$ cat src/rtl/wb_unit_if.sv
// Execute-to-writeback handshake: one retiring instruction per valid/ready transfer.
interface wb_unit_if #(parameter int XLEN = 32);
  logic            valid;
  logic            ready;
  logic            wb_en;
  logic            is_load;
  logic [4:0]      rd;
  logic [2:0]      funct3;
  logic [1:0]      addr_lo;
  logic [XLEN-1:0] result;

  modport master (
    output valid, wb_en, is_load, rd, funct3, addr_lo, result,
    input  ready
  );

  modport slave (
    input  valid, wb_en, is_load, rd, funct3, addr_lo, result,
    output ready
  );
endinterface

$ cat src/rtl/wb_unit.sv
// Writeback stage: retires execute results, completes loads one cycle after acceptance,
// drives the register-file write port and keeps the 64-bit retired-instruction counter.
module wb_unit #(
  parameter int XLEN = 32
) (
  input  logic            clk,
  input  logic            rst_n,
  wb_unit_if.slave        ex,
  input  logic [XLEN-1:0] mem_rdata,
  output logic [4:0]      rd,
  output logic [XLEN-1:0] rd_d,
  output logic            reg_wr,
  output logic            load_busy,
  output logic [4:0]      load_rd,
  output logic [63:0]     instret
);

  typedef enum logic {
    S_IDLE,
    S_LOAD
  } state_t;

  state_t          state;

  logic [4:0]      cap_rd;
  logic [2:0]      cap_funct3;
  logic [1:0]      cap_addr_lo;
  logic            cap_wb_en;

  logic            accept;
  logic            retire;
  logic [7:0]      lane_byte;
  logic [15:0]     lane_half;
  logic [XLEN-1:0] load_data;
  logic [63:0]     instret_nxt;

  // Ready is a pure function of state and reset, so execute never sees a loop through valid.
  assign ex.ready = rst_n && (state == S_IDLE);
  assign accept   = ex.valid && ex.ready;

  // A non-load retires on acceptance, a load on completion; the states exclude both at once.
  assign retire      = (accept && !ex.is_load) || (state == S_LOAD);
  assign instret_nxt = instret + 64'(retire);

  // NOTE: every combinational output gets a default first so no path leaves it unassigned,
  // which would otherwise infer a latch.
  always_comb begin
    lane_byte = mem_rdata[7:0];
    unique case (cap_addr_lo)
      2'd0: lane_byte = mem_rdata[7:0];
      2'd1: lane_byte = mem_rdata[15:8];
      2'd2: lane_byte = mem_rdata[23:16];
      2'd3: lane_byte = mem_rdata[31:24];
    endcase

    lane_half = cap_addr_lo[1] ? mem_rdata[31:16] : mem_rdata[15:0];

    load_data = mem_rdata;
    case (cap_funct3)
      3'b000:  load_data = {{(XLEN-8){lane_byte[7]}}, lane_byte};
      3'b001:  load_data = {{(XLEN-16){lane_half[15]}}, lane_half};
      3'b100:  load_data = {{(XLEN-8){1'b0}}, lane_byte};
      3'b101:  load_data = {{(XLEN-16){1'b0}}, lane_half};
      default: load_data = mem_rdata;
    endcase
  end

  // NOTE: all state here is updated with non-blocking assignments so every register
  // samples the pre-edge values, independent of statement order.
  always_ff @(posedge clk) begin
    if (!rst_n) begin
      state       <= S_IDLE;
      rd          <= 5'd0;
      rd_d        <= '0;
      reg_wr      <= 1'b0;
      load_busy   <= 1'b0;
      load_rd     <= 5'd0;
      instret     <= 64'd0;
      cap_rd      <= 5'd0;
      cap_funct3  <= 3'd0;
      cap_addr_lo <= 2'd0;
      cap_wb_en   <= 1'b0;
    end else begin
      instret <= instret_nxt;

      unique case (state)
        S_IDLE: begin
          reg_wr <= 1'b0;
          if (accept) begin
            if (ex.is_load) begin
              cap_rd      <= ex.rd;
              cap_funct3  <= ex.funct3;
              cap_addr_lo <= ex.addr_lo;
              cap_wb_en   <= ex.wb_en;
              load_busy   <= 1'b1;
              load_rd     <= ex.rd;
              state       <= S_LOAD;
            end else begin
              rd     <= ex.rd;
              rd_d   <= ex.result;
              reg_wr <= ex.wb_en && (ex.rd != 5'd0);
            end
          end
        end

        // Execute inputs are ignored here; only the memory word matters this cycle.
        S_LOAD: begin
          rd        <= cap_rd;
          rd_d      <= load_data;
          reg_wr    <= cap_wb_en && (cap_rd != 5'd0);
          load_busy <= 1'b0;
          load_rd   <= 5'd0;
          state     <= S_IDLE;
        end
      endcase
    end
  end

endmodule

$ cat src/flat_wrapper.sv
// flat-port wrapper written by rule: the top's interface ports become plain ports
module wb_unit_flat 
#(
  parameter int XLEN = 32
)
  (clk, rst_n, mem_rdata, rd, rd_d, reg_wr, load_busy, load_rd, instret, ex_valid, ex_wb_en, ex_is_load, ex_rd, ex_funct3, ex_addr_lo, ex_result, ex_ready);
  wb_unit_if #(.XLEN(XLEN)) ex_i ();
  input  logic clk;
  input  logic rst_n;
  input  logic [XLEN-1:0] mem_rdata;
  output logic [4:0] rd;
  output logic [XLEN-1:0] rd_d;
  output logic reg_wr;
  output logic load_busy;
  output logic [4:0] load_rd;
  output logic [63:0] instret;
  input wire logic [$bits(ex_i.valid)-1:0] ex_valid;
  input wire logic [$bits(ex_i.wb_en)-1:0] ex_wb_en;
  input wire logic [$bits(ex_i.is_load)-1:0] ex_is_load;
  input wire logic [$bits(ex_i.rd)-1:0] ex_rd;
  input wire logic [$bits(ex_i.funct3)-1:0] ex_funct3;
  input wire logic [$bits(ex_i.addr_lo)-1:0] ex_addr_lo;
  input wire logic [$bits(ex_i.result)-1:0] ex_result;
  output wire logic [$bits(ex_i.ready)-1:0] ex_ready;
  assign ex_i.valid = ex_valid;
  assign ex_i.wb_en = ex_wb_en;
  assign ex_i.is_load = ex_is_load;
  assign ex_i.rd = ex_rd;
  assign ex_i.funct3 = ex_funct3;
  assign ex_i.addr_lo = ex_addr_lo;
  assign ex_i.result = ex_result;
  assign ex_ready = ex_i.ready;
  wb_unit #(.XLEN(XLEN)) u_core (.clk(clk), .rst_n(rst_n), .ex(ex_i), .mem_rdata(mem_rdata), .rd(rd), .rd_d(rd_d), .reg_wr(reg_wr), .load_busy(load_busy), .load_rd(load_rd), .instret(instret));
endmodule
$ cat config.mk
export PLATFORM = sky130hd
export DESIGN_NAME = wb_unit_flat
export DESIGN_NICKNAME = d
export VERILOG_FILES = /design/src/rtl/wb_unit_if.sv /design/src/rtl/wb_unit.sv /design/src/flat_wrapper.sv
export SDC_FILE = /design/constraint.sdc
export NUM_CORES = 1
export LEC_CHECK = 0
export CAP_MARGIN = 20
export CORE_MARGIN = 5
export CORE_UTILIZATION = 45
export CTS_BUF_LIST = sky130_fd_sc_hd__clkbuf_4
export DETAILED_ROUTE_END_ITERATION = 12
export GPL_ROUTABILITY_DRIVEN = 0
export PLACE_DENSITY_LB_ADDON = 0.25
export REMOVE_ABC_BUFFERS = 1
export SKIP_CTS_REPAIR_TIMING = 1
export SYNTH_ARGS = -nofsm -noshare
export SYNTH_HDL_FRONTEND = slang
export SYNTH_SLANG_ARGS = --single-unit
$ cat constraint.sdc
create_clock -name clk -period 4.5 [get_ports clk]
set_clock_uncertainty 0.2 [all_clocks]
set_input_delay 0.675 -clock clk [delete_from_list [all_inputs] [get_ports clk]]
set_output_delay 0.675 -clock clk [all_outputs]
set_load 0.05 [all_outputs]
# After elaboration in Yosys (flattened, before gate mapping)
# Cells that the tools add are included.
# W data, S select, Z words.
# totals
register_bits	120
inputBits	79
output_inout_bits	109
word_cells	57
# op_classes
addsub	1
eq_ne	9
n_mux	21
bitwise	1
reduce_logical	14
# ops
cell	count
$pmux W32 S4	1
$add A64 B1 Y64	1
$mux W32	2
$pmux W32 S2	1
$pmux W8 S4	1
$mux W5	4
$pmux W5 S2	2
$mux W16	1
$reduce_bool A5 Y1	2
$eq A3 B3 Y1 const B	2
$mux W1	6
$pmux W1 S2	3
$logic_and A1 B1 Y1	5
$eq A2 B2 Y1 const B	2
$ne A2 B2 Y1 const B	2
$reduce_and A2 Y1	2
$eq A3 B1 Y1 const B	1
$logic_not A3 Y1	1
$reduce_and A3 Y1	1
$eq A2 B1 Y1 const B	1
$logic_not A2 Y1	1
$ne A2 B1 Y1 const B	1
$logic_not A1 Y1	1
$logic_or A1 B1 Y1	1
$not A1 Y1	1

# Logic depth before layout (Yosys ltp)
# Gate-level depths: netlist (run 1).
# logic_depth
depth_word	6
mapped_depth	13
ltp_nobuf	10

# Worst setup path before layout (run 1)
# Ideal clock, no wire load.
# synth_path
kind	input port to flip-flop
startpoint	input port rst_n
endpoint	register u_core.instret[60]
setup_ps	70
t_arrival_ps	3919
t_required_ps	4230
slack_ps	311
path_stages	13
path_buffers	3
cell_sequence	nor2b_1 -> and3b_1 -> buf_2 -> buf_2 -> or2_2 -> ha_1 -> ha_1 -> inv_1 -> nor4_4 -> nand3_2 -> clkbuf_2 -> or3_1 -> a21oi_1
# synth_between
elab_chain_cells	5
# synth_lines
element	line_no	text
from (decl)	flat_wrapper.sv:9	input logic rst_n;
$logic_and A1 B1 Y1	wb_unit.sv:38	assign ex.ready = rst_n && (state == S_IDLE);
$logic_and A1 B1 Y1	wb_unit.sv:39	assign accept = ex.valid && ex.ready;
$logic_and A1 B1 Y1	wb_unit.sv:42	assign retire = (accept && !ex.is_load) || (state == S_LOAD);
$logic_or A1 B1 Y1	wb_unit.sv:42	
$add A64 B1 Y64	wb_unit.sv:43	assign instret_nxt = instret + 64'(retire);
to (signal assigned)	wb_unit.sv:84	instret <= instret_nxt;
to (decl)	wb_unit.sv:15	output logic [63:0] instret
# Parallel ways exist; a longest one is shown, timed or not.
# A chain may end at the register's enable or synchronous reset.

# Final worst setup path (run 1)
# layout_path
startpoint	input port rst_n
endpoint	register u_core.instret[48]
# Same word-level chain as after synthesis.

==> summary.md, run 1 <==
| Metric | Value |
|---|---|
| Post-Syn Area | `5860 um2` |
| Worst endpoint required time | `4.76 ns` |
| Synth cell types | `49` |
| Clock transition at path regs | `0.11 ns` |
| Area Overhead vs Synth | `38.7%` |
| Rel. slew slack | `0.423` |
| Hold EP | `u_core.load_rd[3]$_SDFFE_PN0P_` |
| Ys flop type | `dfxtp_1` |
| R2r worst-path depth | `9` |
| Hold path cells | `2` |
| Via count | `5820` |
| Sequential area share after synthesis | `0.410` |
| Root Buffer | `clkbuf_4` |
| Final instance area | `8130 um2` |
| Worst slack at placement | `0.439 ns` |
| Min-Delay Startpoint | `u_core.load_rd[3]$_SDFFE_PN0P_` |
| Worst R2R End | `u_core.instret[48]$_SDFF_PN0_` |
| Mapped Cells | `682` |
| Final wirelength | `18.0 mm` |
| Ys async rst share | `0` |
| IO Port Bufs | `187` |
| Worst Path Arrival | `3.82 ns` |
| Antenna diode count | `0` |
| Kind of cell adding the most delay to the critical path | `simple AND/OR/NAND/NOR gates` |
| Maximum buffer depth of the clock tree | `2` |
| Tot GR Track Use | `0.235` |
| Peak VDD IR | `0.225 mV` |
| TritonRoute pass-1 iters | `5` |
| Final Net Count | `939` |
| CP max stage delay | `0.60 ns` |
| Die area | `15400 um2` |
| Fin cells | `1043` |
| Status | `completed` |
| Clock network latency to the later pin of the worst-skew pair | `0.53 ns` |
| Antenna-violating nets left | `0` |
| CP max stage cell | `or4_1` |
| WHS | `0.267 ns` |
| Final period utilization | `0.789` |
| Leak pwr | `2.82 nW` |
| Max-slew violations | `0` |
| First-pass GRT wire length | `28.4 mm` |
| Syn Area/Cell | `8.60 um2` |
| CTS tree | `yes` |
| RSZ-0062 raised after global routing | `false` |
| Detailed-route wire length per cell | `17.2 um` |
| Hold Crit Class | `reg2reg` |
| CP Cell Sequence | `clkdlybuf4s50_1 -> nor2b_1 -> buf_4 -> and3b_2 -> or2_2 -> ha_1 -> ha_1 -> inv_1 -> nor4_4 -> nand3_2 -> or4_1 -> a21oi_1` |
| Crit end category | `flop` |
| Tot Pwr | `2.23 mW` |
| Share of cells above drive strength 1 | `0.113` |
| Dpl hpwl | `13.0 mm` |
| Die H | `124 um` |
| I/O pins | `188` |
| Initial antenna violation count | `0` |
| CTS Sinks | `120` |
| R2R Path Start | `u_core.state$_SDFF_PP0_` |
| Die X | `124 um` |
| Vias in the first global route | `5721` |
| R2R Setup Slk | `1.07 ns` |
| Setup ws final | `0.949 ns` |
| # setup viols final | `0` |
| Std-Cell Rows | `41` |
| Placed Area | `7850 um2` |
| CP max FO | `16` |
| Post-synth EDFFs | `0` |
| Iter 0 DRT Violations | `471` |
| Pwr/cell area | `274 nW/um2` |
| Largest net degree at the start of global routing | `61` |
| Synth warn | `0` |
| Remaining DRCs | `0` |
| H-tree levels | `4` |
| Total gr overflow | `0` |
| Slew @ Worst Pin | `0.864 ns` |
| Setup CP Type | `in2reg` |
| Via density | `5.58` |
| Synth Register Bits | `120` |
| Num CTS Buffers | `17` |
| Initial Util | `0.461` |
| Final hold vios | `0` |
| Placeable Area | `12700 um2` |
| Dpl cells | `1010` |
| Maximum operating frequency | `0.282 GHz` |
| Most common cell type on the critical path | `ha_1` |
| Max-Cap Viols | `0` |
| Tmin final | `3.55 ns` |
| Sum of buffers and inverters on the critical path | `3` |
| Fillers | `1121` |
| Setup crit start kind | `primary input` |
-- registers in the layout (all words and copies together) (netlist names) --
signal              count
u_core.state            1
u_core.cap_wb_en        1
u_core.cap_funct3       3
u_core.reg_wr           1
u_core.rd_d            32
u_core.rd               5
u_core.load_busy        1
u_core.load_rd          5
u_core.instret         64
u_core.cap_addr_lo      2
u_core.cap_rd           5
-- power breakdown --
part	switching [mW]	leakage, nW	internal, mW
logic	0.195	1.71	0.162
registers	0.0190	0.973	1.09
clock network	0.423	0.142	0.336
-- cells in the final DEF (no fill, tap or decap), types with 2 or more instances in the layout --
cell / instances
o21ai_0: 46
and2_1: 8
mux2i_1: 6
xor2_1: 22
clkdlybuf4s50_1: 186
buf_4: 10
a211oi_1: 14
o31ai_1: 3
nand4_2: 4
clkinv_2: 4
clkinvlp_4: 4
nor2b_1: 10
clkbuf_4: 19
dfxtp_1: 119
ha_1: 2
nand2b_1: 11
xnor2_1: 11
and3_1: 7
clkinv_4: 2
nor2_1: 44
nand3_1: 27
nand4_1: 23
o211ai_1: 3
nand2_1: 81
nor4_4: 5
a21oi_1: 66
o221ai_1: 14
or3_1: 24
inv_1: 11
nor3_1: 7
o22a_1: 6
and4_1: 2
or4_1: 5
nor4_1: 5
bufinv_16: 2
mux2_2: 40
-- logic make-up after synthesis --
logic type | count (synthesis) | share of synthesized area
muxes | 47 | 0.0909
buffers and inverters | 52 | 0.0356
DFF | 120 | 0.410
AOI/OAI and AO/OA | 160 | 0.162
and+or+nand+nor | 268 | 0.248
xor gates and xnor gates | 33 | 0.0493
adders and majority gates | 2 | 0.00427
-- metal layers --
layer  track usage  vias to the layer above  part of all wire
met3        0.0840                       28             0.084
met5             0                        -                 0
met1         0.270                     2776              0.41
met2         0.401                      200              0.49
met4        0.0842                        0             0.018
li1              -                     2816                 -
-- worst max path at each step --
stage | cells after the start | end | startpoint | slack (ns)
global placement | 12 | u_core.instret[48]$_SDFF_PN0_ | rst_n | 0.54
CTS | 12 | u_core.instret[48]$_SDFF_PN0_ | rst_n | 1.0
detailed placement | 12 | u_core.instret[48]$_SDFF_PN0_ | rst_n | 0.44
global route | 12 | u_core.instret[48]$_SDFF_PN0_ | rst_n | 0.72
finish | 12 | u_core.instret[48]$_SDFF_PN0_ | rst_n | 0.95
floorplan | 10 | u_core.instret[48]$_SDFF_PN0_ | u_core.state$_SDFF_PP0_ | -0.68
-- final cells by class --
class	count	area [um2]	share of cell area
multi-input combinational	510	3250	0.400
sequential	120	2400	0.296
timing repair buffer	197	1940	0.239
tap	172	215	0.0265
clock buffer	19	143	0.0175
clock inverter	13	131	0.0162
inverter	12	45.0	0.00554
-- synth_stat cells, drive strengths merged, types with 7 or more instances --
cell type | n | share of area
a211oi | 14 | 0.018
a21oi | 66 | 0.056
and2 | 8 | 0.0085
and3 | 7 | 0.0075
buf | 9 | 0.0079
clkbuf | 31 | 0.020
dfxtp | 120 | 0.41
inv | 12 | 0.0077
mux2 | 40 | 0.077
nand2 | 81 | 0.052
nand2b | 11 | 0.012
nand3 | 28 | 0.025
nand4 | 28 | 0.037
nor2 | 44 | 0.028
nor2b | 10 | 0.011
nor3 | 7 | 0.0060
nor4 | 10 | 0.023
o21ai | 46 | 0.039
o221ai | 14 | 0.021
or3 | 24 | 0.026
xnor2 | 11 | 0.016
xor2 | 22 | 0.033
-- worst register-to-register path, cell delays in order, from the launching register on --
cell and delay (ns):
dfxtp_2 0.34, buf_4 0.48, or2_2 0.25, ha_1 0.22, ha_1 0.26, inv_1 0.12
nor4_4 0.45, nand3_2 0.31, or4_1 0.60, a21oi_1 0.15
-- metrics by stage --
step           TNS [ns]   util
3_3_place_gp          0  0.617
5_1_grt               0  0.639
4_1_cts               0  0.639
3_5_place_dp          0  0.617
2_1_floorplan    -17.54      -
6_report              0  0.639
Note: power is estimated with default switching activity, not from simulation.
==> run 2, diff against run 1 <==
CORE_UTILIZATION = 43   (was 45)
clock period = 3.15 ns   (was 4.5 ns; I/O delays follow)
==> summary.md, run 2 (synthesized netlist as in run 1, its figures left out) <==
| Metric | Value |
|---|---|
| Total gr overflow | `0 (unchanged)` |
| I/O pins | `188 (unchanged)` |
| Clock network latency to the later pin of the worst-skew pair | `0.53 ns (about the same)` |
| Fillers | `1131 (+0.89%)` |
| Clock transition at path regs | `0.11 ns (about the same)` |
| Antenna diode count | `0 (unchanged)` |
| Vias in the first global route | `5751 (+0.52%)` |
| Detailed-route wire length per cell | `16.7 um (-3.0%)` |
| Via count | `5911 (+1.6%)` |
| Number of flip-flops under the largest register name | `64 (unchanged)` |
| Final wirelength | `17.8 mm (-1.1%)` |
| Placeable Area | `13300 um2 (+4.5%)` |
| CP max stage cell | `clkdlybuf4s50_1` |
| Die area | `16100 um2 (+4.3%)` |
| Largest register by flop count | `u_core.instret` |
| H-tree levels | `4 (unchanged)` |
| Share of cells above drive strength 1 | `0.124 (+0.0114)` |
| Remaining DRCs | `0 (unchanged)` |
| Status | `completed` |
| Setup crit start kind | `primary input` |
| # setup viols final | `0 (unchanged)` |
| Commonest non-fill, non-tap cell in the layout | `clkdlybuf4s50_1` |
| Sum of buffers and inverters on the critical path | `3 (unchanged)` |
| Pwr/cell area | `376 nW/um2 (+37%)` |
| IO Port Bufs | `187 (unchanged)` |
| Most frequent cells in the layout | `clkdlybuf4s50_1 (186), dfxtp_1 (119), nand2_1 (81)` |
| Most common cell type on the critical path | `buf_4` |
| Antenna-violating nets left | `0 (unchanged)` |
| Worst endpoint required time | `3.41 ns (-1.35 ns)` |
| TritonRoute pass-1 iters | `5 (unchanged)` |
| Final hold vios | `0 (unchanged)` |
| First-pass GRT wire length | `28.9 mm (+1.5%)` |
| Final instance area | `8270 um2 (+1.7%)` |
| R2R Setup Slk | `0.42 ns (-0.65 ns)` |
| Die H | `127 um (+2.1%)` |
| Final period utilization | `0.899` |
| TNS Setup | `0 ns (unchanged)` |
| Iter 0 DRT Violations | `484 (+2.8%)` |
| Max-slew violations | `0 (unchanged)` |
| RSZ-0062 raised after global routing | `false` |
| Worst Path Arrival | `3.10 ns (-0.72 ns)` |
| Root Buffer | `clkbuf_4` |
| Final Net Count | `957 (+1.9%)` |
| Registers with the most flip-flops | `u_core.instret: 64 flops, u_core.rd_d: 32 flops` |
| Setup ws final | `0.317 ns (-0.632 ns)` |
| Setup CP Type | `in2reg` |
| Via density | `5.56 (-0.44%)` |
| Maximum operating frequency | `0.353 GHz` |
| Area Overhead vs Synth | `41.0%` |
| Num CTS Buffers | `17 (unchanged)` |
| Initial Util | `0.441 (-0.0199)` |
| CP max stage delay | `0.48 ns (-0.12 ns)` |
| Tmin final | `2.83 ns` |
| Maximum buffer depth of the clock tree | `2 (unchanged)` |
| Kind of cell adding the most delay to the critical path | `simple AND/OR/NAND/NOR gates` |
| Dpl hpwl | `13.2 mm (+1.6%)` |
| Peak VDD IR | `0.224 mV (-0.78%)` |
| Largest net degree at the start of global routing | `58 (-4.9%)` |
| Worst slack at placement | `-0.240 ns (-0.679 ns)` |
| Placed Area | `8030 um2 (+2.2%)` |
| CTS tree | `yes` |
| Post-layout util | `0.622 (-0.0173)` |
| Slew @ Worst Pin | `0.661 ns (-0.203 ns)` |
| Rel. slew slack | `0.555 (+0.132)` |
| Initial antenna violation count | `0 (unchanged)` |
| CP max FO | `5 (-11)` |
| Hold Crit Class | `reg2reg` |
| Crit end category | `flop` |
| CP Cell Sequence | `clkdlybuf4s50_1 -> nor2b_1 -> and3b_2 -> or2_2 -> ha_1 -> buf_4 -> nand2_1 -> nor4_4 -> buf_4 -> nand4_1 -> or3_1 -> a21oi_1` |
| Die X | `127 um (+2.1%)` |
| Std-Cell Rows | `42 (+2.4%)` |
| CTS Sinks | `120 (unchanged)` |
| Tot GR Track Use | `0.219 (-0.0152)` |
| Leak pwr | `2.91 nW (+3.2%)` |
| Max-Cap Viols | `0 (unchanged)` |
==> run 2: changes by cell type in the layout (fill, tap and decap cells not counted), sizes merged <==
cell,before,now
buf,11,29
clkinv,7,11
clkinvlp,4,1
clkbuf,19,17
==> run 2: worst min-delay path: stages (launching register included) <==
cell and delay (ns):
dfxtp_1 0.32, nand2_1 0.05, a21oi_1 0.05
==> run 2: stage by stage <==
| stage | hold slack, ns | cells | power, mW |
|---|---|---|---|
| 6_report | 0.262 | 1064 | 3.11 |
| 5_1_grt | 0.262 | 1064 | 3.24 |
| 4_1_cts | 0.240 | 1064 | 3.14 |
| 3_5_place_dp | 0.250 | 1033 | 2.14 |
| 3_3_place_gp | 0.232 | 1033 | 2.13 |
| 2_1_floorplan | 0.237 | 642 | 1.89 |
==> run 2: final timing paths <==
check | startpoint | endpoint | depth (start not counted)
setup / recovery | rst_n | u_core.instret[37]$_SDFF_PN0_ | 12
hold / removal | u_core.load_rd[3]$_SDFFE_PN0P_ | u_core.load_rd[3]$_SDFFE_PN0P_ | 2
setup reg to reg | u_core.state$_SDFF_PP0_ | u_core.instret[37]$_SDFF_PN0_ | 11
hold reg to reg | u_core.load_rd[3]$_SDFFE_PN0P_ | u_core.load_rd[3]$_SDFFE_PN0P_ | 2
==> run 2: power by group <==
part,internal (mW),switching [mW],total (mW)
Sequential,1.56,0.0262,1.58
Clock,0.442,0.568,1.01
Combinational,0.238,0.280,0.517
Total,2.24,0.874,3.11
==> run 2: per-layer routing <==
layer | vias to the layer above | track usage | routed length [um]
li1 | 2859 | - | -
met5 | - | 0 | 0
met1 | 2808 | 0.260 | 7220
met2 | 223 | 0.371 | 8780
met3 | 21 | 0.0773 | 1510
met4 | 0 | 0.0713 | 269
==> run 2: final cells by class <==
| cell class | instances | area, um2 | share of cell area |
|---|---|---|---|
| Timing Repair Buffer | 215 | 2100 | 0.255 |
| Multi-Input combinational cell | 510 | 3250 | 0.393 |
| Clock inverter | 14 | 115 | 0.0139 |
| Tap cell | 176 | 220 | 0.0266 |
| Inverter | 12 | 45.0 | 0.00545 |
| Clock buffer | 17 | 128 | 0.0154 |
| Sequential cell | 120 | 2400 | 0.291 |
==> run 3, diff against run 2 <==
PLACE_DENSITY = 0.8   (was default)
PLACE_DENSITY_LB_ADDON = default   (was 0.25)
==> summary.md, run 3 (synthesized netlist as in run 1, its figures left out) <==
| Metric | Value |
|---|---|
| Status | `completed` |
| Final instance area | `8370 um2 (+1.2%)` |
| Total gr overflow | `0 (unchanged)` |
| Setup CP Type | `in2reg` |
| CP max stage delay | `0.49 ns (about the same)` |
| Final Net Count | `964 (+0.73%)` |
| Comb pwr share | `0.156 (-0.010)` |
| I/O pins | `188 (unchanged)` |
| Antenna-violating nets left | `0 (unchanged)` |
| Largest net degree at the start of global routing | `81 (+40%)` |
| CTS tree | `yes` |
| Number of flip-flops under the largest register name | `64 (unchanged)` |
| RSZ-0062 raised after global routing | `false` |
| P_sw | `874 uW (about the same)` |
| Peak VDD IR | `0.316 mV (+41%)` |
| Most frequent cells in the layout | `clkdlybuf4s50_1 (186), dfxtp_1 (119), nand2_1 (81)` |
| Max-Cap Viols | `0 (unchanged)` |
| Internal power | `2.43 mW (+8.8%)` |
| Tmin final | `2.85 ns (+0.0174 ns)` |
| Maximum buffer depth of the clock tree | `2 (unchanged)` |
| Sw Share | `0.264 (-0.0168)` |
| CTS Sinks | `120 (unchanged)` |
| Setup crit start kind | `primary input` |
| CP max FO | `6 (+1)` |
| Most common cell type on the critical path | `ha_1` |
| H-tree levels | `4 (unchanged)` |
| Clock transition at path regs | `0.10 ns (about the same)` |
| Final wirelength | `17.2 mm (-3.2%)` |
| # setup viols final | `0 (unchanged)` |
| Via density | `5.40 (-2.8%)` |
| Slew @ Worst Pin | `0.867 ns (+0.205 ns)` |
| Fin cells | `1071 (+0.66%)` |
| Dpl cells | `1040 (+0.68%)` |
| Sequential power share | `0.478 (-0.031)` |
| Die H | `127 um (unchanged)` |
| IO Port Bufs | `187 (unchanged)` |
| Max-slew violations | `0 (unchanged)` |
| Initial antenna violation count | `0 (unchanged)` |
| Hold Crit Class | `reg2reg` |
| Dpl hpwl | `12.4 mm (-6.1%)` |
| Area Overhead vs Synth | `42.8%` |
| Root Buffer | `clkbuf_4` |
| TritonRoute pass-1 iters | `4 (-1)` |
| Commonest non-fill, non-tap cell in the layout | `clkdlybuf4s50_1` |
| Detailed-route wire length per cell | `16.1 um (-3.9%)` |
| Initial Util | `0.441 (unchanged)` |
| Largest register by flop count | `u_core.instret` |
| Final hold vios | `0 (unchanged)` |
| CP max stage cell | `clkdlybuf4s50_1` |
| Rel. slew slack | `0.422 (-0.133)` |
| Placeable Area | `13300 um2 (unchanged)` |
| Iter 0 DRT Violations | `336 (-31%)` |
| First-pass GRT wire length | `27.6 mm (-4.3%)` |
| CP Cell Sequence | `clkdlybuf4s50_1 -> nor2b_1 -> and3b_2 -> or2_2 -> ha_1 -> ha_1 -> inv_1 -> nor4_4 -> buf_4 -> nand4_1 -> or3_1 -> a21oi_1` |
| Registers with the most flip-flops | `u_core.instret: 64 flops, u_core.rd_d: 32 flops` |
| Num CTS Buffers | `17 (unchanged)` |
| Die area | `16100 um2 (unchanged)` |
| Sum of buffers and inverters on the critical path | `3 (unchanged)` |
| Placed Area | `8070 um2 (+0.50%)` |
| Crit end category | `flop` |
| Clock power frac | `0.367 (+0.042)` |
| Leak pwr | `2.97 nW (+2.0%)` |
| Final period utilization | `0.905 (+0.00554)` |
| Maximum operating frequency | `0.351 GHz (-0.61%)` |
| Kind of cell adding the most delay to the critical path | `simple AND/OR/NAND/NOR gates` |
| Antenna diode count | `0 (unchanged)` |
| Share of cells above drive strength 1 | `0.135 (+0.0113)` |
| Tot GR Track Use | `0.210 (-0.00925)` |
| Tot Pwr | `3.31 mW (+6.3%)` |
| Worst endpoint required time | `3.40 ns (about the same)` |
| Worst Path Arrival | `3.10 ns (about the same)` |
| Vias in the first global route | `5471 (-4.9%)` |
| Pwr/cell area | `395 nW/um2 (+5.0%)` |
| Die X | `127 um (unchanged)` |
| Via count | `5782 (-2.2%)` |
| Remaining DRCs | `0 (unchanged)` |
| Post-layout util | `0.630 (+0.00772)` |
| Std-Cell Rows | `42 (unchanged)` |
| Clock network latency to the later pin of the worst-skew pair | `0.53 ns (about the same)` |
run 3: per-layer routing:
metal	track usage	vias up	wire length [um]
li1	-	2879	-
met1	0.257	2681	7280
met2	0.334	197	8000
met3	0.0891	25	1670
met4	0.0688	0	236
met5	0	-	0
run 3: through the flow:
stage	hold WS, ns	TNS, ns	setup slack, ns
finish	0.253	0	0.299
global route	0.218	0	0.153
CTS	0.236	0	0.356
detailed placement	0.240	-4.24	-0.214
global placement	0.228	-3.47	-0.177
floorplan	0.237	-124.45	-2.03
run 3: path summary, 6_finish.rpt:
check | start | end | slack [ns] | depth (start not counted)
worst max register to register | u_core.state$_SDFF_PP0_ | u_core.instret[50]$_SDFF_PN0_ | 0.43 | 11
worst max-delay path | rst_n | u_core.instret[50]$_SDFF_PN0_ | 0.30 | 12
worst min register to register | u_core.load_busy$_SDFFE_PN0P_ | u_core.load_busy$_SDFFE_PN0P_ | 0.25 | 2
worst min-delay path | u_core.load_busy$_SDFFE_PN0P_ | u_core.load_busy$_SDFFE_PN0P_ | 0.25 | 2
run 3: area by class of cell:
cell class / instances / area, um2
fillers: 1119 / 4920
multi-input cells: 510 / 3250
flip-flops and latches: 120 / 2400
repair buffers: 222 / 2140
well taps: 176 / 220
clock inverters: 11 / 155
clock buffers: 20 / 150
inverters: 12 / 45.0
run 3: worst reg2reg max path, cell delays in order (launching register included):
cell     delay, ns
dfxtp_2       0.34
nor2b_1       0.12
and3b_2       0.19
or2_2         0.12
ha_1          0.19
ha_1          0.18
inv_1         0.08
nor4_4        0.33
buf_4         0.18
nand4_1       0.18
or3_1         0.38
a21oi_1       0.15
run 3: power groups by stage:
stage	sequential [mW]	clock, mW	combinational (mW)
after global routing	1.59	1.31	0.545
after CTS	1.58	1.24	0.517
after global placement	1.61	0	0.512
final	1.58	1.21	0.515
after detailed placement	1.61	0	0.514
after floorplan	1.74	0	0.143
